<file path="src/rtl/nibble_serial_adder_pkg.sv">
// nsa_pkg: shared state type, slice width and index-width helper for the nibble-serial adder
package nsa_pkg;
  typedef enum logic [1:0] {IDLE, ADD, DONE} state_e;
  localparam int NIBBLE_W = 4;
  function automatic int idx_w(input int nibbles);
    return nibbles > 1 ? $clog2(nibbles) : 1;
  endfunction
endpackage

</file>
<file path="src/rtl/nibble_serial_adder_add.sv">
// nibble_add: combinational 4-bit ripple slice with carry in/out
module nibble_add
  import nsa_pkg::*;
(
  input  logic [NIBBLE_W-1:0] x,
  input  logic [NIBBLE_W-1:0] y,
  input  logic                ci,
  output logic [NIBBLE_W-1:0] sum,
  output logic                co
);
  assign {co, sum} = (NIBBLE_W+1)'(x) + (NIBBLE_W+1)'(y) + (NIBBLE_W+1)'(ci);
endmodule

</file>
<file path="src/rtl/nibble_serial_adder.sv">
// nibble_serial_adder: W-bit adder that reuses one 4-bit slice, one nibble per cycle, LSB first
module nibble_serial_adder
  import nsa_pkg::*;
#(
  parameter  int NIBBLES = 4,
  localparam int W       = NIBBLE_W * NIBBLES,
  localparam int IW      = idx_w(NIBBLES)
) (
  input  logic         clk,
  input  logic         rst_n,
  input  logic         in_valid,
  output logic         in_ready,
  input  logic [W-1:0] a,
  input  logic [W-1:0] b,
  input  logic         c_in,
  output logic         out_valid,
  input  logic         out_ready,
  output logic [W-1:0] s,
  output logic         c_out
);
  state_e state_q, state_d;
  logic [IW-1:0] idx_q, idx_d;
  logic [W-1:0] a_q, a_d, b_q, b_d, s_q, s_d;
  logic carry_q, carry_d, cout_q, cout_d, co;
  logic [NIBBLE_W-1:0] x, y, sum;
  assign in_ready  = state_q == IDLE;
  assign out_valid = state_q == DONE;
  assign s         = s_q;
  assign c_out     = cout_q;
  always_comb begin
    x = '0;
    y = '0;
    for (int i = 0; i < NIBBLES; i++)
      if (idx_q == IW'(i)) begin
        x = a_q[i*NIBBLE_W +: NIBBLE_W];
        y = b_q[i*NIBBLE_W +: NIBBLE_W];
      end
  end
  nibble_add u_add (.x(x), .y(y), .ci(carry_q), .sum(sum), .co(co));
  always_comb begin
    state_d = state_q;
    idx_d   = idx_q;
    a_d     = a_q;
    b_d     = b_q;
    carry_d = carry_q;
    cout_d  = cout_q;
    s_d     = s_q;
    unique case (state_q)
      IDLE: if (in_valid) begin
        a_d     = a;
        b_d     = b;
        carry_d = c_in;
        idx_d   = '0;
        state_d = ADD;
      end
      ADD: begin
        for (int i = 0; i < NIBBLES; i++)
          if (idx_q == IW'(i)) s_d[i*NIBBLE_W +: NIBBLE_W] = sum;
        carry_d = co;
        idx_d   = idx_q + 1'b1;
        if (idx_q == IW'(NIBBLES-1)) begin
          cout_d  = co;
          state_d = DONE;
        end
      end
      DONE: if (out_ready) state_d = IDLE;
      default: state_d = IDLE;
    endcase
  end
  // c_out has its own register so it holds after handoff even when a new c_in is captured
  always_ff @(posedge clk or negedge rst_n) begin
    if (!rst_n) begin
      state_q <= IDLE;
      idx_q   <= '0;
      a_q     <= '0;
      b_q     <= '0;
      carry_q <= 1'b0;
      cout_q  <= 1'b0;
      s_q     <= '0;
    end else begin
      state_q <= state_d;
      idx_q   <= idx_d;
      a_q     <= a_d;
      b_q     <= b_d;
      carry_q <= carry_d;
      cout_q  <= cout_d;
      s_q     <= s_d;
    end
  end
endmodule

</file>
<file path="config.mk">
export PLATFORM = sky130hd
export DESIGN_NAME = nibble_serial_adder
export DESIGN_NICKNAME = d
export VERILOG_FILES = /design/src/rtl/nibble_serial_adder_pkg.sv /design/src/rtl/nibble_serial_adder_add.sv /design/src/rtl/nibble_serial_adder.sv
export SDC_FILE = /design/constraint.sdc
export NUM_CORES = 1
export LEC_CHECK = 0
export ABC_CLOCK_PERIOD_IN_PS = 3900
export CAP_MARGIN = 20
export CORE_ASPECT_RATIO = 1.4
export CORE_MARGIN = 2
export CORE_UTILIZATION = 50
export CTS_CLUSTER_SIZE = 8
export DETAILED_ROUTE_END_ITERATION = 10
export DONT_BUFFER_PORTS = 1
export GPL_TIMING_DRIVEN = 0
export PLACE_DENSITY = 0.76
export SLEW_MARGIN = 20
export SYNTH_ARGS = -nofsm -noshare
export SYNTH_HDL_FRONTEND = slang
export SYNTH_SLANG_ARGS = --single-unit
</file>
<file path="constraint.sdc">
create_clock -name clk -period 3.9 [get_ports clk]
set_input_delay 0.195 -clock clk [delete_from_list [all_inputs] [get_ports clk]]
set_output_delay 0.195 -clock clk [all_outputs]
set_load 0.005 [all_outputs]
</file>
==> results of run 1 <==
==> worst register-to-register path: stages (launching register included) <==
cell	delay, ps
dfrtp_1	430
inv_1	100
ha_1	330
nor2b_2	300
a221oi_1	110
o31ai_1	540
ha_1	330
nand3b_1	240
nor4bb_1	350
a211o_1	130
==> synth_stat cells <==
cell type | count | share of area, %
a211o_1 | 4 | 1.3
a211oi_1 | 4 | 1.2
a21o_1 | 1 | 0.29
a21oi_1 | 11 | 2.1
a21oi_2 | 1 | 0.34
a221o_1 | 2 | 0.77
a221oi_1 | 2 | 0.68
a22o_1 | 4 | 1.3
a22oi_1 | 2 | 0.58
buf_1 | 1 | 0.14
buf_2 | 6 | 1.2
buf_6 | 5 | 2.2
dfrtp_1 | 54 | 52
fa_1 | 2 | 1.5
ha_1 | 7 | 3.4
inv_1 | 14 | 2.0
mux2_2 | 30 | 13
mux2i_1 | 1 | 0.39
nand2_1 | 25 | 3.6
nand2b_1 | 2 | 0.48
nand3b_1 | 2 | 0.58
nand3b_2 | 2 | 0.87
nand3b_4 | 1 | 0.77
nor2_1 | 2 | 0.29
nor2b_1 | 2 | 0.48
nor2b_2 | 1 | 0.34
nor3b_4 | 1 | 0.72
nor4bb_1 | 4 | 1.5
o21ai_0 | 22 | 4.2
o21bai_1 | 1 | 0.29
o221ai_1 | 1 | 0.34
o31ai_1 | 2 | 0.58
xnor2_1 | 1 | 0.34
==> flip-flops by register name, summed over array words and instances, names as in the netlist <==
name and flops:
c_out 1, a_q 16, b_q 16, state_q 2
s 16, idx_q 2, carry_q 1
==> through the flow <==
step                hold WS, ps  total power, mW  std cells  setup WS [ps]  instance area, µm²
floorplan                  -101             2.11        220           1340                2590
global placement          -98.9             2.39        286           1050                2680
detailed placement        -99.1             2.44        286           1010                2680
CTS                        1.09             2.83        298            999                2850
global route               6.76             3.06        299            794                2860
finish                     3.88             2.81        299            988                2860
==> per-layer routing <==
layer | track usage [%] | up-vias | wire [µm]
met5 | 0 | - | 0
met4 | 7.35 | 0 | 119
met3 | 5.04 | 10 | 273
met2 | 31.6 | 46 | 2540
met1 | 23.0 | 800 | 2140
li1 | - | 795 | -
==> cells in the final DEF (no fill, tap or decap), drive strengths merged <==
cell / Yosys / final
clkbuf: 0 / 6
nand2b: 2 / 2
dfrtp: 54 / 54
a21oi: 12 / 12
o221ai: 1 / 1
a22o: 4 / 4
nand2: 25 / 25
ha: 7 / 7
nand3b: 5 / 5
a221o: 2 / 2
inv: 14 / 14
o21bai: 1 / 1
buf: 12 / 13
o21ai: 22 / 22
mux2: 30 / 30
bufinv: 0 / 1
a211o: 4 / 4
nor2: 2 / 2
clkinvlp: 0 / 1
a22oi: 2 / 2
nor3b: 1 / 1
o31ai: 2 / 2
mux2i: 1 / 1
dlygate4sd3: 0 / 4
a21o: 1 / 1
xnor2: 1 / 1
a221oi: 2 / 2
nor4bb: 4 / 4
a211oi: 4 / 4
nor2b: 3 / 3
fa: 2 / 2
==> final cells by class <==
cell class,count,area [µm²]
clock inverter,2,37.5
clock buffer,6,72.6
tap,66,82.6
fill,441,2230
buffer,12,90.1
sequential,54,1350
timing repair buffer,5,67.6
inverter,14,52.6
multi-input combinational,140,1100
==> power breakdown <==
part / total (mW) / switching (mW) / internal [mW]
combinational: 1.43 / 0.768 / 0.662
clock: 0.372 / 0.180 / 0.192
sequential: 1.01 / 0.163 / 0.844
==> kinds of logic after synthesis <==
logic type      Yosys count  synth area share, %
compound gates           57                 14.1
flops                    54                 52.1
simple gates             42                 9.69
mux                      31                 13.4
buf+inv                  26                 5.50
fa+ha+maj                 9                 4.92
xor+xnor                  1                0.338
==> worst max path at each step <==
stage	depth (start not counted)	endpoint	startpoint
6_report	9	s[3]	idx_q[0]
5_1_grt	11	carry_q	idx_q[0]
4_1_cts	9	s[3]	idx_q[0]
3_5_place_dp	9	s[3]	idx_q[0]
3_3_place_gp	11	carry_q	idx_q[0]
2_1_floorplan	11	carry_q	idx_q[0]
==> results.json, run 1 <==
{
  "status": "completed",
  "clkTransAtPathRegs_ps": 90,
  "cts_resized": 0,
  "timing.setup.tns_ps": 0,
  "vias": 1651,
  "setup.worst_path.end_class": "flop",
  "critPathKind": "flop to flop",
  "initial_core_util_pct": 51.1,
  "io_pins": 56,
  "drt_iter0_drc": 74,
  "final_layout_size_suffix_gt1_share_pct": 23.6,
  "start_kind": "flop",
  "viasPerCell": 5.52,
  "htree_levels": 2,
  "path_buf_inv": 1,
  "totalWireLength_um": 5070,
  "synth_cell_type_count": 33,
  "p_per_area_nw_per_um2": 984,
  "cts_tree": "built",
  "insertion_delay_ps": 310,
  "syn_area_per_cell_um2": 11.8,
  "finClkSkew_ps": 4.57,
  "ys_ff_latch": 54,
  "dp_hpwl_um": 3740,
  "critPathSlowestCell": "o31ai_1",
  "worst-path-max-fanout": 8,
  "period_minus_slack_ps": 2910,
  "cp_cell_sequence": "inv_1, ha_1, nor2b_2, a221oi_1, o31ai_1, ha_1, nand3b_1, nor4bb_1, a211o_1",
  "p_leak_nw": 1.29,
  "dieArea_um2": 5790,
  "worstPathRequired_ps": 4150,
  "drc_errors": 0,
  "rsz0062_at_grt": "false",
  "rows": 31,
  "syn_inst": 220,
  "drt_pass1_iterations": 4,
  "utilization_pct": 56.2,
  "cts_post_setup_buffers_inserted": 0,
  "worst_slew_pin_slew_ps": 586,
  "timing.slew.headroom_pct": 60.6,
  "cts_root_buf": "clkbuf_8",
  "finalHoldViolCount": 0,
  "grt_pass1_vias": 1653,
  "reg2reg_to": "s[3]",
  "ff2ff_setup_slack_ps": 990,
  "layout.nets": 278,
  "grt.overflow.total": 0,
  "io_buffers": 0,
  "yosysSeqAreaShare_pct": 52.1,
  "max_stage_delay_ps": 540,
  "die_w_um": 64.9,
  "yosysWarnings": 0,
  "synth_nets": 266,
  "path_delay_family": "simple AND/OR/NAND/NOR gates",
  "grt_antenna_before_repair": 0,
  "slew_viol_final": 0,
  "finalCritPeriodShare_pct": 74.7,
  "grt_first_pass_wirelength_um": 8210,
  "min-delay-start": "a[11]",
  "cts-hold-fix-buffers": 4,
  "cts_buffers": 5,
  "hold_depth": 2,
  "grt_max_degree": 55,
  "routedWlPerCell_um": 17.0,
  "diodes": 0,
  "r2r_start": "idx_q[0]",
  "drtAntennaViolNets": 0,
  "clk_path_buf_depth": 2,
  "track_usage_pct": 18.8,
  "hold_end": "a_q[11]",
  "gp_congestion": 0.793,
  "die_h_um": 89.2,
  "area_growth_syn_to_layout_pct": 10.0,
  "arrival_ps": 3160,
  "core-area_um2": 5080,
  "max_freq_mhz": 343,
  "crit_top_cell": "ha_1",
  "synth_area_um2": 2590,
  "r2r_cells": 9,
  "setup_viol": 0,
  "hp-class": "input pin to flop",
  "drv_cap": 0,
  "cts.sinks": 54,
  "ir_drop_mv": 0.471
}
Power figures use the tool's default switching activity.
==> run 2: changes to the inputs <==
--- a/config.mk
+++ b/config.mk
@@ -5,7 +5,7 @@
 export SDC_FILE = /design/constraint.sdc
 export NUM_CORES = 1
 export LEC_CHECK = 0
-export ABC_CLOCK_PERIOD_IN_PS = 3900
+export ABC_CLOCK_PERIOD_IN_PS = 2800
 export CAP_MARGIN = 20
 export CORE_ASPECT_RATIO = 1.4
 export CORE_MARGIN = 2
==> constraint.sdc (replaced) <==
create_clock -name clk -period 2.8 [get_ports clk]
set_input_delay 0.14 -clock clk [delete_from_list [all_inputs] [get_ports clk]]
set_output_delay 0.14 -clock clk [all_outputs]
set_load 0.005 [all_outputs]
==> results.json, run 2 (same netlist as run 1, synthesis figures left out) <==
{
  "arrival_ps": 2860,
  "rows": 31,
  "die_w_um": 64.9,
  "io_pins": 56,
  "grt.overflow.total": 0,
  "reg2reg_to": "carry_q",
  "max_stage_delay_ps": 420,
  "finalHoldViolCount": 0,
  "drc_errors": 0,
  "path_delay_family": "compound AO/OA/AOI/OAI gates",
  "routedWlPerCell_um": 16.5,
  "die_h_um": 89.2,
  "utilization_pct": 63.4,
  "path_buf_inv": 2,
  "cts.sinks": 54,
  "start_kind": "flop",
  "layout.nets": 309,
  "slew_viol_final": 0,
  "p_per_area_nw_per_um2": 1290,
  "worst-path-max-fanout": 6,
  "cts_buffers": 5,
  "min-delay-start": "in_valid",
  "cp_cell_sequence": "inv_1, ha_2, nor2b_2, a221o_1, a22oi_2, fa_2, inv_1, fa_2, a21o_1, a21oi_2, o221ai_1",
  "drt_pass1_iterations": 4,
  "hp-class": "input pin to flop",
  "drt_iter0_drc": 79,
  "max_freq_mhz": 373,
  "vias": 1792,
  "timing.slew.headroom_pct": 72.7,
  "area_growth_syn_to_layout_pct": 24.1,
  "dieArea_um2": 5790,
  "holdWs_ps": 12.8,
  "setup_viol": 0,
  "cts_root_buf": "clkbuf_8",
  "htree_levels": 2,
  "ir_drop_mv": 0.714,
  "setup.worst_path.end_class": "flop",
  "critPathKind": "flop to flop",
  "clkTransAtPathRegs_ps": 90,
  "hold_end": "state_q[0]",
  "gp_congestion": 0.793,
  "critPathSlowestCell": "dfrtp_1",
  "grt_antenna_before_repair": 0,
  "r2r_start": "idx_q[0]",
  "insertion_delay_ps": 310,
  "hold_depth": 2,
  "status": "completed",
  "clk_path_buf_depth": 2,
  "cts_tree": "built",
  "worst_slew_pin_slew_ps": 409,
  "initial_core_util_pct": 51.1,
  "drtAntennaViolNets": 0,
  "final_layout_size_suffix_gt1_share_pct": 25.4,
  "io_buffers": 0,
  "finalCritPeriodShare_pct": 95.8,
  "grt_first_pass_wirelength_um": 9050,
  "track_usage_pct": 20.6,
  "diodes": 0,
  "drv_cap": 0,
  "ff2ff_setup_slack_ps": 120,
  "viasPerCell": 5.43,
  "grt_pass1_vias": 1859,
  "cts_post_setup_buffers_inserted": 0,
  "worstPathRequired_ps": 2980,
  "grt_max_degree": 55,
  "layout_commonest_cell": "dfrtp_1",
  "dp_hpwl_um": 3740,
  "core-area_um2": 5080,
  "finClkSkew_ps": 5.69,
  "rsz0062_at_grt": "true",
  "p_leak_nw": 1.43,
  "period_minus_slack_ps": 2680,
  "mostFrequentLayoutCells": "dfrtp_1 (54), dlygate4sd3_1 (35), mux2_2 (30)",
  "r2r_cells": 11,
  "totalWireLength_um": 5440
}
==> run 2: cell types whose count changed in the layout (fill, tap and decap cells not counted), moves of 2 or more <==
cell and change:
ha_1 -3, fa_2 +2, a22oi_2 +2, o31ai_1 -2
o31ai_2 +2, dlygate4sd3_1 +31, fa_1 -2, a22oi_1 -2
ha_2 +3
==> run 2: per-layer routing <==
metal	part of all wire (%)	global-route usage (%)	vias up
met3	5.0	4.79	11
li1	-	-	858
met5	0	0	-
met2	54	37.0	56
met1	38	23.7	867
met4	2.0	7.93	0
==> run 2: metrics by stage <==
step                      setup slack (ps)  cell area [µm²]  setup TNS, ps  instances  power [mW]
after floorplan                        236             2590              0        220        2.94
after global placement               -45.6             2680          -50.6        286        3.33
after detailed placement             -88.6             2680           -395        286        3.40
after CTS                             8.35             3170              0        330        3.99
after global routing                 -26.7             3220          -27.7        330        4.50
final                                  118             3220              0        330        4.15
==> run 2: cell type report <==
cell class | instances | area [µm²]
Multi-Input combinational cell | 140 | 1150
Clock buffer | 6 | 72.6
Buffer | 12 | 93.8
Tap cell | 66 | 82.6
Fill cell | 398 | 1860
Timing Repair Buffer | 36 | 378
Inverter | 14 | 52.6
Clock inverter | 2 | 37.5
Sequential cell | 54 | 1350
==> run 2: timing repair <==
item | 4_1_cts | 5_1_grt
endpoints found under the setup margin | 10 | 14
pin swaps | 0 | 1
gates resized for setup | 2 | 13
hold endpoints to repair | 88 | 0
hold buffers | 36 | 0
==> run 2: worst max path at each step <==
stage,cells past startpoint,to,slack [ps],startpoint
5_1_grt,11,carry_q,-30,idx_q[0]
6_report,11,carry_q,120,idx_q[0]
4_1_cts,12,carry_q,8,idx_q[0]
2_1_floorplan,11,carry_q,240,idx_q[0]
3_5_place_dp,9,s[3],-90,idx_q[0]
3_3_place_gp,11,carry_q,-50,idx_q[0]
==> run 2: where the power goes <==
group	switching (mW)	internal (mW)	leakage, nW
clock	0.248	0.267	0.0514
combinational	1.15	1.07	0.725
sequential	0.231	1.18	0.654
total	1.63	2.51	1.43
==> run 3: changes to the inputs <==
--- a/config.mk
+++ b/config.mk
@@ -13,7 +13,6 @@
 export CTS_CLUSTER_SIZE = 8
 export DETAILED_ROUTE_END_ITERATION = 10
 export DONT_BUFFER_PORTS = 1
-export GPL_TIMING_DRIVEN = 0
 export PLACE_DENSITY = 0.76
 export SLEW_MARGIN = 20
 export SYNTH_ARGS = -nofsm -noshare
==> results.json, run 3 (same netlist as run 1, synthesis figures left out) <==
{
  "status": "completed",
  "reg2reg_to": "s[15]",
  "mostFrequentLayoutCells": "dfrtp_1 (54), dlygate4sd3_1 (36), mux2_2 (30)",
  "start_kind": "flop",
  "grt_max_degree": 55,
  "dp_slack_ps": 105,
  "nFillCells": 416,
  "worstPathRequired_ps": 3000,
  "totalWireLength_um": 5350,
  "die_h_um": 89.2,
  "area_growth_syn_to_layout_pct": 22.2,
  "track_usage_pct": 20.5,
  "viasPerCell": 5.48,
  "cts_buffers": 5,
  "rsz0062_at_grt": "false",
  "timing.setup.tns_ps": 0,
  "p_sw_mw": 1.62,
  "layout.nets": 305,
  "drt_pass1_iterations": 4,
  "worst-path-max-fanout": 10,
  "cts.sinks": 54,
  "final_cell_count_no_fill": 326,
  "routedWlPerCell_um": 16.4,
  "htree_levels": 2,
  "drtAntennaViolNets": 0,
  "rows": 31,
  "setup_viol": 0,
  "worst_slew_pin_slew_ps": 474,
  "r2r_start": "idx_q[1]",
  "setup.worst_path.end_class": "flop",
  "grt_antenna_before_repair": 0,
  "power_frac_comb_pct": 51.4,
  "drv_cap": 0,
  "p_int_mw": 2.44,
  "switching_share_pct": 39.9,
  "io_pins": 56,
  "die_w_um": 64.9,
  "hp-class": "input pin to flop",
  "io_buffers": 0,
  "finClkSkew_ps": 2.48,
  "gp_congestion": 0.764,
  "grt_first_pass_wirelength_um": 8980,
  "placed_area_um2": 2630,
  "vias": 1787,
  "dieArea_um2": 5790,
  "critPathKind": "flop to flop",
  "initial_core_util_pct": 51.1,
  "pwr-share-seq_pct": 36.0,
  "cts_tree": "built",
  "final_layout_size_suffix_gt1_share_pct": 22.3,
  "timing.slew.headroom_pct": 68.4,
  "grt.overflow.total": 0,
  "period_minus_slack_ps": 2660,
  "p_per_area_nw_per_um2": 1280,
  "diodes": 0,
  "finalCritPeriodShare_pct": 95.2,
  "power_frac_clock_pct": 12.6,
  "ir_drop_mv": 0.602,
  "fin_area_um2": 3170,
  "clk_path_buf_depth": 2,
  "insertion_delay_ps": 310,
  "dpl.cell_count": 279,
  "arrival_ps": 2860,
  "drt_iter0_drc": 130,
  "hold_end": "idx_q[0]",
  "hold_depth": 3,
  "ff2ff_setup_slack_ps": 140,
  "p_leak_nw": 1.40,
  "core-area_um2": 5080,
  "clkTransAtPathRegs_ps": 90,
  "max_freq_mhz": 375,
  "slew_viol_final": 0,
  "dp_hpwl_um": 3640,
  "finalHoldViolCount": 0,
  "cts_root_buf": "clkbuf_8",
  "grt_pass1_vias": 1841,
  "r2r_cells": 9,
  "layout_commonest_cell": "dfrtp_1",
  "min-delay-start": "in_valid",
  "drc_errors": 0,
  "finalWorstSetupSlack_ps": 136
}
-- run 3: cell count changes in the layout (fill, tap and decap cells not counted), sizes merged --
cell,previous run,this run
buf,12,8
clkinvlp,1,0
dlygate4sd3,35,36
-- run 3: final cells by class --
type	instances	area (µm²)	area share [%]
inverter	14	52.6	1.66
multi-input combinational	140	1140	35.9
clock buffer	7	76.3	2.41
timing repair buffer	44	440	13.9
clock inverter	1	30.0	0.947
tap	66	82.6	2.60
sequential	54	1350	42.6
-- run 3: metrics by stage --
stage | power [mW] | util, % | hold slack (ps)
after floorplan | 2.94 | - | -156
after global placement | 3.29 | 51.7 | -154
after detailed placement | 3.37 | 51.7 | -154
after CTS | 3.94 | 61.4 | 82.2
after global routing | 4.38 | 62.4 | 115
final | 4.07 | 62.4 | 83.1
-- run 3: worst max-delay path, cell delays in order (launching register included) --
cell and delay, ps:
dfrtp_1 410, buf_4 130, ha_1 380, buf_4 240, a21oi_1 60, a22o_1 200, ha_1 400, nand3b_1 260
nor4bb_1 220, a211o_1 240
-- run 3: layer usage --
metal / wire, µm / part of all wire (%) / vias up / track usage, %
li1: - / - / 852 / -
met1: 2180 / 41 / 863 / 24.7
met2: 2730 / 51 / 59 / 35.2
met3: 309 / 5.8 / 13 / 5.16
met4: 126 / 2.4 / 0 / 8.12
met5: 0 / 0 / - / 0
-- run 3: power groups by stage --
stage / Combinational [mW] / Sequential, mW / Clock, mW
2_1_floorplan: 1.59 / 1.35 / 0
3_3_place_gp: 1.82 / 1.47 / 0
3_5_place_dp: 1.89 / 1.48 / 0
4_1_cts: 1.96 / 1.46 / 0.515
5_1_grt: 2.32 / 1.51 / 0.546
6_report: 2.09 / 1.46 / 0.511
-- run 3: worst max-delay path by stage --
stage,end,slack [ps],start
5_1_grt,s[15],7,idx_q[1]
3_5_place_dp,carry_q,110,idx_q[0]
4_1_cts,carry_q,100,idx_q[0]
2_1_floorplan,carry_q,240,idx_q[0]
3_3_place_gp,carry_q,200,idx_q[0]
6_report,s[15],140,idx_q[1]
-- run 3: repair_timing --
| item | in CTS | in global routing |
|---|---|---|
| setup buffers | 0 | 2 |
| endpoints found under the hold margin | 89 | 0 |
| endpoints found under the setup margin | 0 | 10 |
| hold buffers | 37 | 0 |
| resized for setup | 0 | 9 |
